<file path="src/rtl/commit_trace_tx.sv">
// Retirement-trace transmitter: one valid/ready frame (PC, instruction, r0..r31) per new IR value.
// Optional frame sequence word enabled by defining COMMIT_TRACE_SEQ_EN.
module commit_trace_tx (
  input  logic        clk,
  input  logic        reset,
  input  logic        trace_en,
  input  logic [31:0] ir_out,
  input  logic [31:0] pc_out,
  output logic [4:0]  rf_raddr,
  input  logic [31:0] rf_rdata,
  output logic        trace_hold,
  output logic [31:0] trace_data,
  output logic        trace_valid,
  input  logic        trace_ready,
  output logic        trace_last
);

  // state    | meaning
  // ST_IDLE  | waiting for a new instruction word in ir_out
  // ST_SEQ   | presenting {A5A5, seq} (only with COMMIT_TRACE_SEQ_EN)
  // ST_PC    | presenting captured PC
  // ST_INSTR | presenting captured (retired) instruction word
  // ST_REGS  | presenting regfile word k, k = 0..31
`ifdef COMMIT_TRACE_SEQ_EN
  typedef enum logic [2:0] {
    ST_IDLE  = 3'd0,
    ST_SEQ   = 3'd1,
    ST_PC    = 3'd2,
    ST_INSTR = 3'd3,
    ST_REGS  = 3'd4
  } state_t;
`else
  typedef enum logic [2:0] {
    ST_IDLE  = 3'd0,
    ST_PC    = 3'd2,
    ST_INSTR = 3'd3,
    ST_REGS  = 3'd4
  } state_t;
`endif

  state_t      state, state_nxt;
  logic [31:0] prev_instr;
  logic [31:0] pc_cap;
  logic [31:0] instr_cap;
  logic [4:0]  k;
  logic        busy_q;
  logic        xfer;
  logic        trigger;
`ifdef COMMIT_TRACE_SEQ_EN
  logic [15:0] seq;
`endif

  assign xfer    = busy_q && trace_ready;
  assign trigger = (state == ST_IDLE) && trace_en && (ir_out != prev_instr);

  always_comb begin
    state_nxt = state;
    case (state)
      ST_IDLE: begin
        if (trigger) begin
`ifdef COMMIT_TRACE_SEQ_EN
          state_nxt = ST_SEQ;
`else
          state_nxt = ST_PC;
`endif
        end
      end
`ifdef COMMIT_TRACE_SEQ_EN
      ST_SEQ:   if (xfer) state_nxt = ST_PC;
`endif
      ST_PC:    if (xfer) state_nxt = ST_INSTR;
      ST_INSTR: if (xfer) state_nxt = ST_REGS;
      ST_REGS:  if (xfer && (k == 5'd31)) state_nxt = ST_IDLE;
      default:  state_nxt = ST_IDLE;
    endcase
  end

  // valid/hold come straight from a flop so the CPU stall request is glitch-free
  always_ff @(posedge clk or negedge reset) begin
    if (!reset) begin
      state      <= ST_IDLE;
      busy_q     <= 1'b0;
      prev_instr <= 32'd0;
      pc_cap     <= 32'd0;
      instr_cap  <= 32'd0;
      k          <= 5'd0;
    end else begin
      state  <= state_nxt;
      busy_q <= (state_nxt != ST_IDLE);
      if (trigger) begin
        pc_cap     <= pc_out - 32'd8;
        instr_cap  <= prev_instr;
        prev_instr <= ir_out;
      end
      if ((state == ST_INSTR) && xfer) begin
        k <= 5'd0;
      end else if ((state == ST_REGS) && xfer) begin
        k <= k + 5'd1;
      end
    end
  end

`ifdef COMMIT_TRACE_SEQ_EN
  always_ff @(posedge clk or negedge reset) begin
    if (!reset) begin
      seq <= 16'd0;
    end else if ((state == ST_SEQ) && xfer) begin
      seq <= seq + 16'd1;
    end
  end
`endif

  always_comb begin
    trace_data = 32'd0;
    case (state)
`ifdef COMMIT_TRACE_SEQ_EN
      ST_SEQ:   trace_data = {16'hA5A5, seq};
`endif
      ST_PC:    trace_data = pc_cap;
      ST_INSTR: trace_data = instr_cap;
      ST_REGS:  trace_data = rf_rdata;
      default:  trace_data = 32'd0;
    endcase
  end

  assign trace_valid = busy_q;
  assign trace_hold  = busy_q;
  assign trace_last  = (state == ST_REGS) && (k == 5'd31);
  assign rf_raddr    = (state == ST_REGS) ? k : 5'd0;

endmodule

</file>
<file path="config.mk">
export PLATFORM = sky130hd
export DESIGN_NAME = commit_trace_tx
export DESIGN_NICKNAME = d
export VERILOG_FILES = /design/src/rtl/commit_trace_tx.sv
export SDC_FILE = /design/constraint.sdc
export NUM_CORES = 1
export LEC_CHECK = 0
export CORE_MARGIN = 5
export CORE_UTILIZATION = 45
export CTS_BUF_LIST = sky130_fd_sc_hd__clkbuf_4 sky130_fd_sc_hd__clkbuf_8 sky130_fd_sc_hd__clkbuf_16
export DETAILED_ROUTE_END_ITERATION = 10
export PLACE_DENSITY = 0.75
export SLEW_MARGIN = 20
export SYNTH_ARGS = -nofsm -noshare
export SYNTH_HDL_FRONTEND = slang
export SYNTH_SLANG_ARGS = --single-unit
export TNS_END_PERCENT = 5
</file>
<file path="constraint.sdc">
create_clock -name clk -period 2.11 [get_ports clk]
set_input_delay 0.3165 -clock clk [delete_from_list [all_inputs] [get_ports clk]]
set_output_delay 0.3165 -clock clk [all_outputs]
set_load 0.005 [all_outputs]
</file>
; ---- Yosys cells after proc, flatten, opt, wreduce, memory -nomap -nowiden
; Cells that the tools add are included.
[op_classes]
n_addsub = 2
n_eq_ne = 5
mux = 9
n_reduce_logical = 10
[ops]
columns = op, count
row1 = $pmux W32 S3, 1
row2 = $ne A32 B32 Y1, 1
row3 = $sub A32 B4 Y32 const B, 1
row4 = $mux W5, 3
row5 = $mux W3, 4
row6 = $pmux W3 S4, 1
row7 = $logic_and A1 B1 Y1, 7
row8 = $eq A3 B2 Y1 const B, 2
row9 = $add A5 B1 Y5 const B, 1
row10 = $eq A5 B5 Y1 const B, 1
row11 = $eq A3 B3 Y1 const B, 1
row12 = $logic_not A3 Y1, 1
row13 = $reduce_bool A3 Y1, 1
row14 = $reduce_bool A2 Y1, 1
[word_totals]
ff_bits = 105
input_bits = 100
wordCells = 32

; ---- Longest topological paths before layout
; Gate-level depths: netlist of run 1.
[depth]
depth_word = 6
depth_mapped = 8
depth_no_buf = 7

; ---- Worst setup path before layout of run 1
; Ideal clock, no wire load.
[synth_timing]
path_type = input port to flip-flop
from = in pc_out[3]
to = reg pc_cap[15]
setup_time_ns = 0.125
arrival_ns = 2.055
required_time_ns = 1.985
setup_slack_ns = -0.069
path_stages = 8
cell_sequence = inv_1 -> ha_1 -> or4b_4 -> or3_1 -> buf_2 -> nor4_1 -> xor2_1 -> mux2_2
[synth_via]
elab_chain_len = 1
[synth_lines]
columns = element, line_no
row1 = start: declaration, 8  ; input logic [31:0] pc_out,
row2 = $sub A32 B4 Y32, 91  ; pc_cap <= pc_out - 32'd8;
row3 = end signal: assignment, 91
row4 = end: declaration, 43  ; logic [31:0] pc_cap;
; No other way between the ends.
; A chain may end at the register's enable or synchronous reset.

; ---- Worst setup path after layout of run 1
[layout_timing]
from = in ir_out[16]
to = reg pc_cap[3]
[layout_via]
elab_chain_len = 2
[layout_lines]
columns = element, line_no
row1 = start: declaration, 7  ; input logic [31:0] ir_out,
row2 = $ne A32 B32 Y1, 54  ; assign trigger = (state == ST_IDLE) && trace_en && (ir_out != prev_instr);
row3 = $logic_and A1 B1 Y1, 54
; No other way between the ends.

==> metrics.md, run 1 <==
| Metric | Value |
|---|---|
| Buf/Inv on CP | 3 |
| WL final | around 16000 microns |
| Slowest cell delay on critical path | 490 ps |
| Ys async rst share | 100.0% |
| DRC | 0 |
| Fillers | between 800 and 900 |
| Leakage power | roughly 3.8 nW |
| Synthesized flop and latch total | roughly 110 |
| Cells after Synth | 488 |
| Type of origin of the critical path | input pin |
| F_max | approximately 440 MHz |
| CTS Buffer Depth | 2 |
| Worst path slowest cell | clkdlybuf4s50_1 |
| 1st-iter DRT viols | between 200 and 250 |
| VDD IR-drop max | approximately 0.0006 V |
| Dominant synthesized flop cell | dfrtp_1 |
| Fin util | between 60% and 70% |
| Drt wl/cell | around 18 microns |
| Worst hold-check path type | in -> reg |
| Cts bufs inserted | 9 |
| Post-DP HPWL | 11400 microns |
| Top-count cell post-synth | dfrtp_1 |
| Worst-Skew Late Latency | 330 ps |
| Setup crit end kind | flop |
| Yosys top cell area share | 47.16% |
| Gr ovfl total | 0 |
| Power Total | about 10 mW |
| Max FO, Critical Path | 12 |
| Post-synth top cells | dfrtp_1 (105), mux2_2 (93), xor2_1 (55), nand2_1 (44) |
| Final setup fails | 93 |
| Mapped Nets | just under 600 |
| CP Data Required Time | between 2000 and 2500 ps |
| Clk root buf | clkbuf_16 |
| Clock sinks | 105 |
| Worst-margin pin slew | 493.6 ps |
| Max-cap violations | 0 |
| Worst hold slack | about 370 ps |
| Yosys cell types | 33 |
| Avg Synthesized Cell Area | approximately 11 sq um |
| Layout cells sized above 1 | a little under a third |
| Vias | approximately 4500 |
| PortBufs | between 100 and 150 |
| Worst EP arrival | around 2500 ps |
| Critical-path cell list | clkdlybuf4s50_1 -> xor2_1 -> nor4_1 -> nand4_1 -> o21ai_4 -> buf_12 -> clkbuf_16 -> mux2_2 |
| Hold Violations, Final | 0 |
| 1st-pass router iterations | 6 |
| Row count | 40 |
| Area grow syn2layout | 49.58% |
| Initial Util | between 40% and 50% |
| Fin crit period | about 2300 ps |
| Layout Skew | approximately 7.4 ps |
| CP Class | in -> reg |
| Die ar. | roughly 15000 sq um |
| Setup TNS | -8965 ps |
| Routability cong. | approximately 0.86 |
| Final setup margin | -152.8 ps |
| Largest net degree at the start of global routing | 38 |
| Vias in the first global route | 4691 |
| TritonCTS clock tree | built |
| Slew margin rel. | about two thirds |
| Synth Cell Area | roughly 5600 sq um |
| Die W | 121.3 microns |
| Worst-path clk slew | roughly 70 ps |
| Synth area leaders | dfrtp_1 (47%), mux2_2 (19%), xor2_1 (8.6%) |
| Crit path max-delay family | buffers and inverters |
| Die H | roughly 120 microns |
| Post-synth EDFFs | 0 |
| Fin crit share | 107.2% |
| I/O Pins | 140 |
| RSZ-0062 raised after global routing | true |
| Sequential cell area fraction in the yosys report | between 40% and 50% |
| Synth warn | 0 |
| Failing checks | setup timing |
| Global-route wire length before repair | about 24000 microns |
| Initial antenna violation count | 0 |
| Status | finished with violations |
| Antenna fix cells | 0 |
| Fin. max-slew vios | 0 |
| Total global-route track usage | 20.54% |
| H-tree levels | 3 |
| Biggest area consumer among synthesized cells | dfrtp_1 |
| Routed Antenna Nets | 0 |
| Core footprint | between 10000 and 15000 sq um |
| Avg Vias per Cell | roughly 5.2 |
| Total Nets Final | 792 |
| Pwr dens | roughly 1200 nW/um^2 |
logic make-up after synthesis:
kind of cell	share of synthesized area (%)
simple gates	11.00
mux	25.26
xor+xnor	9.275
fa+ha+maj	0.6738
flops	47.16
compound gates	4.132
buf+inv	2.493
cell usage in the layout, fill, tap and decap left out, types with 3 or more instances in the layout:
cell             Yosys  layout
dfrtp_2              0       3
inv_1                6       5
o21ai_0             36      34
or3_1                8       7
xor2_1              55      55
dlygate4sd2_1        0      39
clkdlybuf4s50_1      0      96
clkinv_4             0       3
nor3_2               0       5
xnor2_1              4       4
clkbuf_16            0      11
nor4_4               1       4
and2_1               6       6
nand2_1             44      44
or4_4                2       3
mux2_4               0      36
nor4_2               1       3
mux2_2              93      57
nor3_1              10       4
nand3_1              6       5
mux2i_1             36      34
buf_4                1      64
a21oi_1              4       4
nor4_1              14       9
buf_12               0       8
nor2_1              11      10
nand4_1              3       3
dfrtp_1            105     102
dlymetal6s2s_1       0       3
registers in the layout, summed over array words and instances (netlist names):
signal      count
trace_hold      1
prev_instr     32
state           3
instr_cap      32
pc_cap         32
k               5
per-stage QoR:
step | cell area (sq um) | setup WS, ps | instances
2_1_floorplan | 5599 | -25.70 | 488
3_3_place_gp | 7741 | -633.2 | 842
3_5_place_dp | 7741 | -558.4 | 842
4_1_cts | 8130 | -195.7 | 859
5_1_grt | 8334 | -219.0 | 862
6_report | 8334 | -152.8 | 862
final cells by class:
type | count | area [sq um] | share of cell area (%)
clock buffer | 9 | 225.2 | 2.702
timing repair buffer | 216 | 2095 | 25.13
tap | 168 | 210.2 | 2.522
clock inverter | 7 | 62.56 | 0.7506
inverter | 6 | 22.52 | 0.2702
sequential | 105 | 2631 | 31.57
multi-input combinational | 351 | 3088 | 37.05
power by group:
part           total [mW]  switching (mW)  leakage, nW  internal [mW]
Combinational        4.78            1.90         2.40           2.88
Clock                1.61           0.781        0.139          0.824
Sequential           3.74           0.726         1.25           3.01
Total                10.1            3.40         3.79           6.72
layer usage:
| metal | up-vias | global-route usage, % | share of wire [%] |
|---|---|---|---|
| met3 | 20 | 3.077 | 4.7 |
| met1 | 2185 | 25.75 | 42 |
| li1 | 2124 | - | - |
| met5 | - | 0 | 0 |
| met4 | 0 | 5.532 | 1.8 |
| met2 | 127 | 36.92 | 51 |
worst paths after layout:
| path | to | slack, ps | startpoint | depth (start not counted) |
|---|---|---|---|---|
| hold / removal | pc_cap[4] | 370 | pc_out[4] | 4 |
| setup reg to reg | pc_cap[3] | -140 | prev_instr[6] | 8 |
| max in group asynchronous | instr_cap[12] | 1020 | reset | 3 |
| setup / recovery | pc_cap[3] | -150 | ir_out[16] | 8 |
| min in group asynchronous | k[3] | 490 | reset | 2 |
| hold reg to reg | instr_cap[24] | 510 | instr_cap[24] | 1 |
worst register-to-register path: stages (launching register included):
cell	delay, ps
dfrtp_1	400
xor2_1	180
nor4_2	310
buf_4	160
nand4_1	140
o21ai_4	250
buf_12	170
clkbuf_16	190
mux2_2	340
timing repair:
| item | in CTS | in global routing |
|---|---|---|
| endpoints found under the setup margin | 132 | 98 |
| cloned | 0 | 2 |
| pin swaps | 4 | 4 |
| hold buffers | 1 | 0 |
| resized for setup | 70 | 36 |
| endpoints found under the hold margin | 33 | 0 |
| setup buffers | 0 | 1 |
Note: power is estimated with default switching activity, not from simulation.
==> run 2, diff against run 1 <==
SLEW_MARGIN = 10   (was 20)
==> results of run 2 <==
Final layout, timing and power as in run 1 (identical DEF).
==> run 3, diff against run 2 <==
--- a/config.mk
+++ b/config.mk
@@ -7,4 +7,6 @@
 export LEC_CHECK = 0
+export CELL_PAD_IN_SITES_DETAIL_PLACEMENT = 1
+export CELL_PAD_IN_SITES_GLOBAL_PLACEMENT = 1
 export CORE_MARGIN = 5
-export CORE_UTILIZATION = 45
+export CORE_UTILIZATION = 35
 export CTS_BUF_LIST = sky130_fd_sc_hd__clkbuf_4 sky130_fd_sc_hd__clkbuf_8 sky130_fd_sc_hd__clkbuf_16
==> constraint.sdc (replaced) <==
create_clock -name clk -period 2.11 [get_ports clk]
set_input_delay 0.5275 -clock clk [delete_from_list [all_inputs] [get_ports clk]]
set_output_delay 0.5275 -clock clk [all_outputs]
set_load 0.005 [all_outputs]
==> run 3 against run 2 <==
Effect of this change: via count increased by 6.0%; setup slack better by 31 ps; critical endpoint is now trace_last; non-clock buffer count increased by 20; power grew 17%; clock power grew 14%; sequential share of layout area is 2.5 points lower; highest routed layer unchanged; the flow still finishes with violations (setup timing); sequential power increased by 5.6%; global-route usage rose by 2.7 points; final area rose by 8.8%; register-to-register slack better by 20 ps; die area is 26% higher.
==> metrics.md, run 3 (synthesis gave the netlist of run 1 again) <==
| Metric | Value |
|---|---|
| Status | finished with violations |
| Failing checks | setup timing |
| Initial antenna violation count | 0 (unchanged) |
| Die H | 136.2 microns (+12%) |
| Post-DP HPWL | 13080 microns (+15%) |
| Global-route wire length before repair | 32420 microns (+36%) |
| Antenna fix cells | 0 (unchanged) |
| Worst Reg2Reg Path Length in Cells | 8 (unchanged) |
| Row count | 46 (+15%) |
| F_max | 448.1 MHz (+1.4%) |
| Routability cong. | 0.7943 (-8.1%) |
| Routed Antenna Nets | 0 (unchanged) |
| RSZ-0062 raised after global routing | true |
| Fillers | 1644 (+88%) |
| Final instance area | 9066 sq um (+8.8%) |
| R2R Path End | pc_cap[7] |
| Setup TNS | -7444 ps (+1521 ps) |
| Max FO, Critical Path | 3 (-9) |
| CP Data Required Time | 1580 ps (-750 ps) |
| CTS Buffer Depth | 2 (unchanged) |
| Core footprint | 15770 sq um (+31%) |
| Top flop regs | instr_cap x32, pc_cap x32, prev_instr x32 |
| Pwr dens | 1311 nW/um^2 (+8.0%) |
| I/O Pins | 140 (unchanged) |
| VDD IR-drop max | 0.0005110 V (-15%) |
| Vias | 4725 (+6.0%) |
| Worst-path clk slew | 80 ps (about the same) |
| H-tree levels | 3 (unchanged) |
| Setup crit end kind | output pin |
| Cts bufs inserted | 9 (unchanged) |
| Die W | 136.2 microns (+12%) |
| Slew margin rel. | 70.62% (+3.5 points) |
| Leading cell type in the layout, fill and taps excluded | dfrtp_1 |
| Die ar. | 18540 sq um (+26%) |
| Worst hold-check path type | in -> async |
| Fin. max-slew vios | 0 (unchanged) |
| Worst EP arrival | 1700 ps (-790 ps) |
| Fin crit period | 2232 ps (-31.13 ps) |
| Post-Place Cell Area | 7771 sq um (+0.39%) |
| Fin crit share | 105.8% (-1.5 points) |
| Leakage power | 4.345 nW (+15%) |
| Gr ovfl total | 0 (unchanged) |
| PortBufs | 139 (unchanged) |
| Final setup margin | -121.7 ps (+31.13 ps) |
| TritonCTS clock tree | built |
| Initial Util | 35.33% (-11 points) |
| 1st-iter DRT viols | 254 (+25%) |
| WL final | 21860 microns (+41%) |
| Worst R2R Setup Slack | -120 ps (+20 ps) |
| Worst-margin pin slew | 440.7 ps (-52.89 ps) |
| Worst-Skew Late Latency | 360 ps (+30 ps) |
| Max-cap violations | 0 (unchanged) |
| CP Class | reg -> out |
| Vias in the first global route | 5640 (+20%) |
| Reg2Reg Launch Point | prev_instr[30] |
| Drt wl/cell | 23.50 microns (+31%) |
| Type of origin of the critical path | flop |
| Hold Violations, Final | 0 (unchanged) |
| Total Nets Final | 812 (+2.5%) |
| Total global-route track usage | 23.28% (+2.7 points) |
| Layout Skew | 16.83 ps (+9.407 ps) |
| Clock sinks | 105 (unchanged) |
| 1st-pass router iterations | 4 (-2) |
| DRC | 0 (unchanged) |
| Largest net degree at the start of global routing | 50 (+32%) |
| Clk root buf | clkbuf_16 |
| Most frequent cells in the layout | dfrtp_1 (102), mux2_4 (87), buf_4 (66) |
| Area grow syn2layout | 62.72% |
| Final setup fails | 110 (+18%) |
| Layout cells sized above 1 | 44.96% (+14 points) |
| Avg Vias per Cell | 5.081 (-1.7%) |
==> run 3: cell types whose count changed in the layout (fill, tap and decap cells not counted), moves of 11 or more <==
| cell | before | now |
|---|---|---|
| mux2_2 | 57 | 6 |
| mux2_4 | 36 | 87 |
| clkdlybuf4s50_1 | 96 | 50 |
| buf_2 | 0 | 38 |
| o21ai_0 | 34 | 5 |
| o21ai_1 | 2 | 22 |
| buf_16 | 1 | 12 |
==> run 3: repair_timing <==
action,CTS,global route
hold buffers,0,0
gates resized for setup,366,76
pin swaps,25,14
setup buffers,12,1
endpoints found under the hold margin,0,0
endpoints found under the setup margin,136,135
gates cloned,11,4
==> run 3: through the flow <==
stage | total power, mW | util (%) | setup WS (ps) | hold WS, ps | cells
finish | 11.89 | 57.49 | -121.7 | 102.5 | 930
global route | 12.38 | 57.49 | -212.1 | 133.8 | 930
CTS | 11.03 | 55.41 | -142.1 | 130.2 | 925
detailed placement | 8.338 | 49.28 | -805.2 | 496.7 | 887
global placement | 8.135 | 49.28 | -739.5 | 486.8 | 887
floorplan | 5.931 | - | -214.7 | 231.9 | 488
==> run 3: layer usage <==
layer	track usage [%]	up-vias	part of all wire (%)
met3	4.219	34	4.0
met2	43.89	136	54
met5	0	-	0
li1	-	2161	-
met1	26.12	2394	40
met4	8.119	0	2.5
==> run 3: power by group <==
part           internal, mW  switching (mW)
Clock                  1.01           0.823
Sequential             3.01           0.935
Combinational          3.55            2.55
==> run 3: layout make-up <==
cell class | instances | area (sq um) | share of cell area (%)
clock buffer | 12 | 260.3 | 2.871
clock inverter | 4 | 56.30 | 0.6210
inverter | 6 | 27.53 | 0.3036
multi-input combinational | 351 | 3490 | 38.49
sequential | 105 | 2631 | 29.02
tap | 216 | 270.3 | 2.981
timing repair buffer | 236 | 2331 | 25.71
==> run 3: worst max-delay path, stage by stage, from the launching register on <==
cell,delay [ps]
dfrtp_1,380
ha_2,210
and3_1,190
ha_2,190
and2_1,130
dlygate4sd2_1,260
==> run 3: worst max-delay path by stage <==
stage	depth (start not counted)	to	startpoint
after CTS	8	prev_instr[27]	prev_instr[21]
after floorplan	8	pc_cap[27]	pc_out[3]
after global placement	9	pc_cap[29]	pc_out[3]
final	5	trace_last	k[0]
after detailed placement	9	pc_cap[19]	pc_out[3]
after global routing	8	pc_cap[7]	prev_instr[30]
